===== config.mk =====
export PLATFORM = sky130hd
export DESIGN_NAME = dmem_ctrl
export DESIGN_NICKNAME = d
export VERILOG_FILES = /design/src/rtl/dmem_ctrl.sv
export SDC_FILE = /design/constraint.sdc
export NUM_CORES = 1
export LEC_CHECK = 0
export ABC_AREA = 1
export CORE_ASPECT_RATIO = 0.5
export CORE_MARGIN = 2
export CORE_UTILIZATION = 44
export DETAILED_ROUTE_END_ITERATION = 16
export GPL_ROUTABILITY_DRIVEN = 0
export PLACE_DENSITY = 0.77
export SLEW_MARGIN = 10
export SYNTH_ARGS = -nofsm -noshare
export SYNTH_HDL_FRONTEND = slang
export SYNTH_SLANG_ARGS = --single-unit

===== constraint.sdc =====
create_clock -name clk -period 4.65 [get_ports clk]
set_input_delay 0.93 -clock clk [delete_from_list [all_inputs] [get_ports clk]]
set_output_delay 0.93 -clock clk [all_outputs]
set_load 0.01 [all_outputs]

===== src/rtl/dmem_ctrl.sv =====
`default_nettype none
// ============================================================================
//  Module   : dmem_ctrl
//  Purpose  : Data-memory access controller between the MEM stage and a
//             word-wide SRAM. Handles byte/half/word loads with sign or zero
//             extension, sub-word stores by read-modify-write, and stalls the
//             pipeline while an access is in flight.
//  Revision : 1.0 - initial release
// ============================================================================
module dmem_ctrl #(
  parameter int RD_WAIT = 1,
  parameter int WR_WAIT = 1
) (
  input  logic        clk,
  input  logic        rst,
  input  logic        req,
  input  logic        wr,
  input  logic [1:0]  size,
  input  logic        sign_ext,
  input  logic [31:0] addr,
  input  logic [31:0] wdata,
  output logic [31:0] rdata,
  output logic        busy,
  output logic        done,
  output logic        err,
  output logic        mem_cs,
  output logic        mem_oe,
  output logic        mem_we,
  output logic [31:0] mem_addr,
  output logic [31:0] mem_din,
  input  logic [31:0] mem_dout
);

  typedef enum logic [2:0] {
    S_IDLE = 3'd0,
    S_RD   = 3'd1,
    S_WS   = 3'd2,
    S_WP   = 3'd3,
    S_DONE = 3'd4
  } state_t;

  localparam logic [15:0] C_RD_LAST = 16'(RD_WAIT - 1);
  localparam logic [15:0] C_WR_LAST = 16'(WR_WAIT - 1);

  state_t      r_state;
  state_t      w_next;
  logic [15:0] r_cnt;
  logic        r_wr;
  logic [1:0]  r_size;
  logic        r_sign;
  logic [1:0]  r_off;
  logic [15:0] r_wdata;
  logic        r_err;

  logic        w_misalign;
  logic        w_rd_last;
  logic [7:0]  w_byte;
  logic [15:0] w_half;
  logic [31:0] w_load;
  logic [31:0] w_merge;

  assign w_misalign = ((size == 2'b01) && addr[0]) || (size[1] && (addr[1:0] != 2'b00));
  assign w_rd_last  = (r_state == S_RD) && (r_cnt == C_RD_LAST);

  // Byte lane extraction and read-modify-write merge (big-endian lanes)
  always_comb begin
    w_byte  = 8'h00;
    w_merge = mem_dout;
    case (r_off)
      2'd0:    w_byte = mem_dout[31:24];
      2'd1:    w_byte = mem_dout[23:16];
      2'd2:    w_byte = mem_dout[15:8];
      default: w_byte = mem_dout[7:0];
    endcase
    w_half = r_off[1] ? mem_dout[15:0] : mem_dout[31:16];
    case (r_size)
      2'b00:   w_load = r_sign ? {{24{w_byte[7]}}, w_byte} : {24'h0, w_byte};
      2'b01:   w_load = r_sign ? {{16{w_half[15]}}, w_half} : {16'h0, w_half};
      default: w_load = mem_dout;
    endcase
    if (r_size == 2'b00) begin
      case (r_off)
        2'd0:    w_merge[31:24] = r_wdata[7:0];
        2'd1:    w_merge[23:16] = r_wdata[7:0];
        2'd2:    w_merge[15:8]  = r_wdata[7:0];
        default: w_merge[7:0]   = r_wdata[7:0];
      endcase
    end else if (r_off[1]) begin
      w_merge[15:0] = r_wdata;
    end else begin
      w_merge[31:16] = r_wdata;
    end
  end

  // Next-state decode and SRAM control outputs
  always_comb begin
    w_next = r_state;
    mem_cs = 1'b0;
    mem_oe = 1'b0;
    mem_we = 1'b0;
    done   = 1'b0;
    err    = 1'b0;
    busy   = 1'b0;
    case (r_state)
      S_IDLE: begin
        busy = req & ~rst;
        if (req) begin
          if (w_misalign)            w_next = S_DONE;
          else if (!wr || !size[1])  w_next = S_RD;
          else                       w_next = S_WS;
        end
      end
      S_RD: begin
        mem_cs = 1'b1;
        mem_oe = 1'b1;
        busy   = 1'b1;
        if (w_rd_last) w_next = r_wr ? S_WS : S_DONE;
      end
      S_WS: begin
        mem_cs = 1'b1;
        busy   = 1'b1;
        w_next = S_WP;
      end
      S_WP: begin
        mem_cs = 1'b1;
        mem_we = 1'b1;
        busy   = 1'b1;
        if (r_cnt == C_WR_LAST) w_next = S_DONE;
      end
      S_DONE: begin
        done   = 1'b1;
        err    = r_err;
        w_next = S_IDLE;
      end
      default: w_next = S_IDLE;
    endcase
  end

  // State register with a per-state cycle counter cleared on every transition
  always_ff @(posedge clk or posedge rst) begin
    if (rst) begin
      r_state <= S_IDLE;
      r_cnt   <= 16'h0;
    end else begin
      r_state <= w_next;
      r_cnt   <= (w_next != r_state) ? 16'h0 : r_cnt + 16'd1;
    end
  end

  // Request latch, SRAM address/data registers and load result
  always_ff @(posedge clk or posedge rst) begin
    if (rst) begin
      r_wr     <= 1'b0;
      r_size   <= 2'b00;
      r_sign   <= 1'b0;
      r_off    <= 2'b00;
      r_wdata  <= 16'h0;
      r_err    <= 1'b0;
      rdata    <= 32'h0;
      mem_addr <= 32'h0;
      mem_din  <= 32'h0;
    end else begin
      if (r_state == S_IDLE && req) begin
        r_wr    <= wr;
        r_size  <= size;
        r_sign  <= sign_ext;
        r_off   <= addr[1:0];
        r_wdata <= wdata[15:0];
        r_err   <= w_misalign;
        // Misaligned requests leave the SRAM pins untouched
        if (!w_misalign) begin
          mem_addr <= {addr[31:2], 2'b00};
          if (wr && size[1]) mem_din <= wdata;
        end
      end
      if (w_rd_last) begin
        if (r_wr) mem_din <= w_merge;
        else      rdata   <= w_load;
      end
    end
  end

endmodule
`default_nettype wire


==> flow_metrics.py <==
metrics = {
    "setup_path": {
        "critPathMostFrequentCell": "sky130_fd_sc_hd__clkdlybuf4s50_1",
        "crit_type": "input port to primary output",
        "worst_path_largest_cell_delay_ns": 0.58,
        "crit_path_end_kind": "primary output",
        "critical_path.cell_chain": "clkdlybuf4s50_1 > nand2_4 > o22ai_1 > clkdlybuf4s50_1",
        "cp.arrival_ns": 2.34,
        "worst_setup_path_start_kind": "input port",
        "critPathMaxFanout": 2,
        "critical_path.slowest_cell": "sky130_fd_sc_hd__clkdlybuf4s50_1",
        "worst_ep_required_time_ns": 3.72,
    },
    "power_and_ir_drop": {
        "power_frac_clock_pct": 20.4,
        "p_sw_share_pct": 41.65,
        "p_comb_share_pct": 48.5,
        "internal_power_w": 0.003980,
        "netSwitchingPower_w": 0.002841,
        "pwr_density_cell_nw_per_um2": 678.9,
        "leak_pwr_nw": 4.664,
        "sequentialPowerShare_pct": 31.0,
        "ir_worst_vdd_v": 0.0003383,
    },
    "route": {
        "drc": 0,
        "detail_route.wl_per_cell_um": 16.79,
        "wl_final_mm": 23.25,
        "vias_per_cell": 5.417,
        "drtAntennaViolNets": 0,
        "drtPass1Iterations": 6,
        "drt_iter0_drc": 791,
        "detailroute.via_count": 7503,
    },
    "outcome": {
        "run_status": "finished clean",
    },
    "cts": {
        "cts_hold_buf": 0,
        "clock_sink_count": 136,
        "cts_setup_buffers": 0,
        "cts.htree.levels": 4,
        "clock_latency_ns": 0.42,
        "ctsResizeCount": 0,
        "cts_buffer_depth": 2,
        "root_buffer": "sky130_fd_sc_hd__clkbuf_16",
        "clk_pin_slew_ns": 0.06,
        "cts_tree": "done",
        "number_of_buffers_created_by_cts": 17,
    },
    "synth": {
        "syn_std_cell_area_um2": 7325,
        "post-synth-top-area-cell": "sky130_fd_sc_hd__dfrtp_1",
        "syn_inst": 967,
        "number_of_warning_messages_in_the_yosys_log": 0,
        "post_synthesis_area_per_instance_um2": 7.574,
        "synthMostInstantiatedCell": "sky130_fd_sc_hd__nand2_1",
        "synth.top_cells.by_area": "sky130_fd_sc_hd__dfrtp_1, sky130_fd_sc_hd__nand2_1, sky130_fd_sc_hd__o21ai_0, sky130_fd_sc_hd__a21oi_1, sky130_fd_sc_hd__nor2_1",
        "yosys.area.top_type_share_pct": 46.46,
        "synth_edf_count": 0,
        "synth.ff_latch_count": 136,
        "netlist_top_cells_count": "sky130_fd_sc_hd__nand2_1, sky130_fd_sc_hd__dfrtp_1, sky130_fd_sc_hd__o21ai_0",
        "ys_seq_area_share_pct": 46.46,
        "postSynth.asyncResetShare_pct": 100.0,
        "synth_flop_cell": "sky130_fd_sc_hd__dfrtp_1",
        "ys_types": 33,
    },
    "floorplanning": {
        "area_inside_the_core_boundary_um2": 16350,
        "rows": 33,
        "pin_count": 205,
        "start_util_pct": 44.80,
        "vertical_extent_of_the_die_um": 95.23,
        "floorplan.die.width_um": 186.5,
        "die-area_um2": 17760,
    },
    "placement": {
        "dp.final_hpwl_mm": 16.68,
        "place_worst_setup_slack_ns": 0.9992,
        "io_buffers": 202,
        "dp_cells": 1353,
    },
    "timing": {
        "rsz0062_at_grt": "false",
        "maxSlewViolCount": 0,
        "fmaxAchievable_mhz": 305.5,
        "final.min_clock_period_ns": 3.274,
        "postLayoutSetupSlackWorst_ns": 1.376,
        "fin_hold_ws_ns": 0.4755,
        "finClkSkew_ns": 0.007597,
        "timing.final.setup_violations": 0,
        "hold_viol": 0,
        "period_share_pct": 70.40,
        "setup-tns-final_ns": 0,
        "transition_time_at_the_pin_with_the_least_slew_margin_ns": 0.9799,
        "slew-limit-headroom_pct": 34.67,
    },
    "global_routing": {
        "grt_overflow": 0,
        "grt_use_total_pct": 26.28,
        "number_of_global_route_vias_before_repair": 7161,
        "grt_pass1_wl_mm": 36.78,
        "largest_net_degree_at_the_start_of_global_routing": 73,
        "number_of_antenna_violations_at_the_first_check_in_global_routing": 0,
    },
    "flow_run": {
        "drv_cap": 0,
    },
    "finish": {
        "flow.area_growth_from_synthesis_pct": 37.17,
        "insertedDiodeCount": 0,
        "utilization_pct": 61.45,
        "final_nets": 1250,
        "nFillCells": 1451,
        "drive_above_1_share_pct": 6.563,
        "finalNonFillerCells": 1385,
    },
    "worst_hold_path": {
        "min_path_type": "register to register",
    },
}
==> layout by cell type (no fill, tap or decap), types with 3 or more instances in the layout <==
cell,n
sky130_fd_sc_hd__nand2_2,4
sky130_fd_sc_hd__clkbuf_16,17
sky130_fd_sc_hd__mux2i_1,8
sky130_fd_sc_hd__o22ai_1,9
sky130_fd_sc_hd__inv_2,6
sky130_fd_sc_hd__dfrtp_1,136
sky130_fd_sc_hd__xor2_1,10
sky130_fd_sc_hd__inv_1,61
sky130_fd_sc_hd__nand3_1,40
sky130_fd_sc_hd__nor3_1,7
sky130_fd_sc_hd__nand2_1,316
sky130_fd_sc_hd__a21oi_1,65
sky130_fd_sc_hd__inv_8,3
sky130_fd_sc_hd__nand4_1,8
sky130_fd_sc_hd__o21ai_1,16
sky130_fd_sc_hd__nor2_1,77
sky130_fd_sc_hd__o211ai_2,14
sky130_fd_sc_hd__clkdlybuf4s50_1,202
sky130_fd_sc_hd__o221ai_1,6
sky130_fd_sc_hd__buf_4,10
sky130_fd_sc_hd__o21ai_0,90
sky130_fd_sc_hd__inv_6,6
sky130_fd_sc_hd__a31oi_1,23
sky130_fd_sc_hd__nor2_4,4
==> worst max-delay path: cells and delay by family <==
family | cells | cell delay, ns
buffers and inverters | 2 | 1.15
AOI/OAI and AO/OA | 1 | 0.17
and+or+nand+nor | 1 | 0.10
==> through the flow <==
stage          power [W]  area (um2)
4_1_cts         0.006806       10050
3_3_place_gp    0.005300        9443
6_report        0.006821       10050
3_5_place_dp    0.005383        9443
2_1_floorplan   0.003946        7328
5_1_grt         0.007291       10050
==> layout make-up <==
type                    instances  area [um2]  area share [%]
clock buffers                  17       425.4           4.234
clock inverters                15       178.9           1.781
inverters                      68       257.7           2.565
multi-input cells             710        3401           33.85
flip-flops and latches        136        3403           33.87
well taps                     227       284.0           2.827
repair buffers                212        2097           20.87
==> registers in the layout (all words and copies together), names as in the netlist <==
name and flops:
r_sign 1, r_state 3, r_err 1, mem_addr 30
mem_din 32, r_wr 1, r_size 2, r_off 2
r_wdata 16, r_cnt 16, rdata 32
==> worst paths after layout <==
path                                 to          from  slack (ns)  cells past startpoint
setup / recovery                   busy           req        1.38                      4
hold / removal             mem_addr[29]  mem_addr[29]        0.48                      2
setup reg to reg               r_cnt[9]      r_cnt[0]        1.83                     13
hold reg to reg            mem_addr[29]  mem_addr[29]        0.48                      2
max in group asynchronous   mem_din[15]           rst        2.61                      3
min in group asynchronous     rdata[16]           rst        1.12                      2
==> layer usage <==
metal,GRT usage (%),share of wire [%],up-vias
li1,-,-,3533
met1,35.23,42,3540
met2,42.23,46,372
met3,5.705,8.9,58
met4,10.45,2.8,0
met5,0,0,-
==> logic make-up (layout without fill, tap and decap cells) <==
logic type / after synthesis / after routing / share of synthesized area (%)
fa+ha+maj: 2 / 2 / 0.3416
simple gates: 461 / 461 / 25.73
compound gates: 226 / 226 / 17.85
flops: 136 / 136 / 46.46
buf+inv: 122 / 312 / 7.157
other cells: 1 / 2 / 0.05120
mux: 8 / 8 / 1.093
xor+xnor: 11 / 11 / 1.315
==> power groups by stage <==
| stage | Combinational, W | Sequential (W) | Clock, W |
|---|---|---|---|
| 3_5_place_dp | 0.00327 | 0.00212 | 0 |
| 2_1_floorplan | 0.00175 | 0.00219 | 0 |
| 6_report | 0.00331 | 0.00212 | 0.00139 |
| 5_1_grt | 0.00365 | 0.00218 | 0.00146 |
| 3_3_place_gp | 0.00319 | 0.00211 | 0 |
| 4_1_cts | 0.00329 | 0.00211 | 0.00141 |
Note: power is estimated with default switching activity, not from simulation.
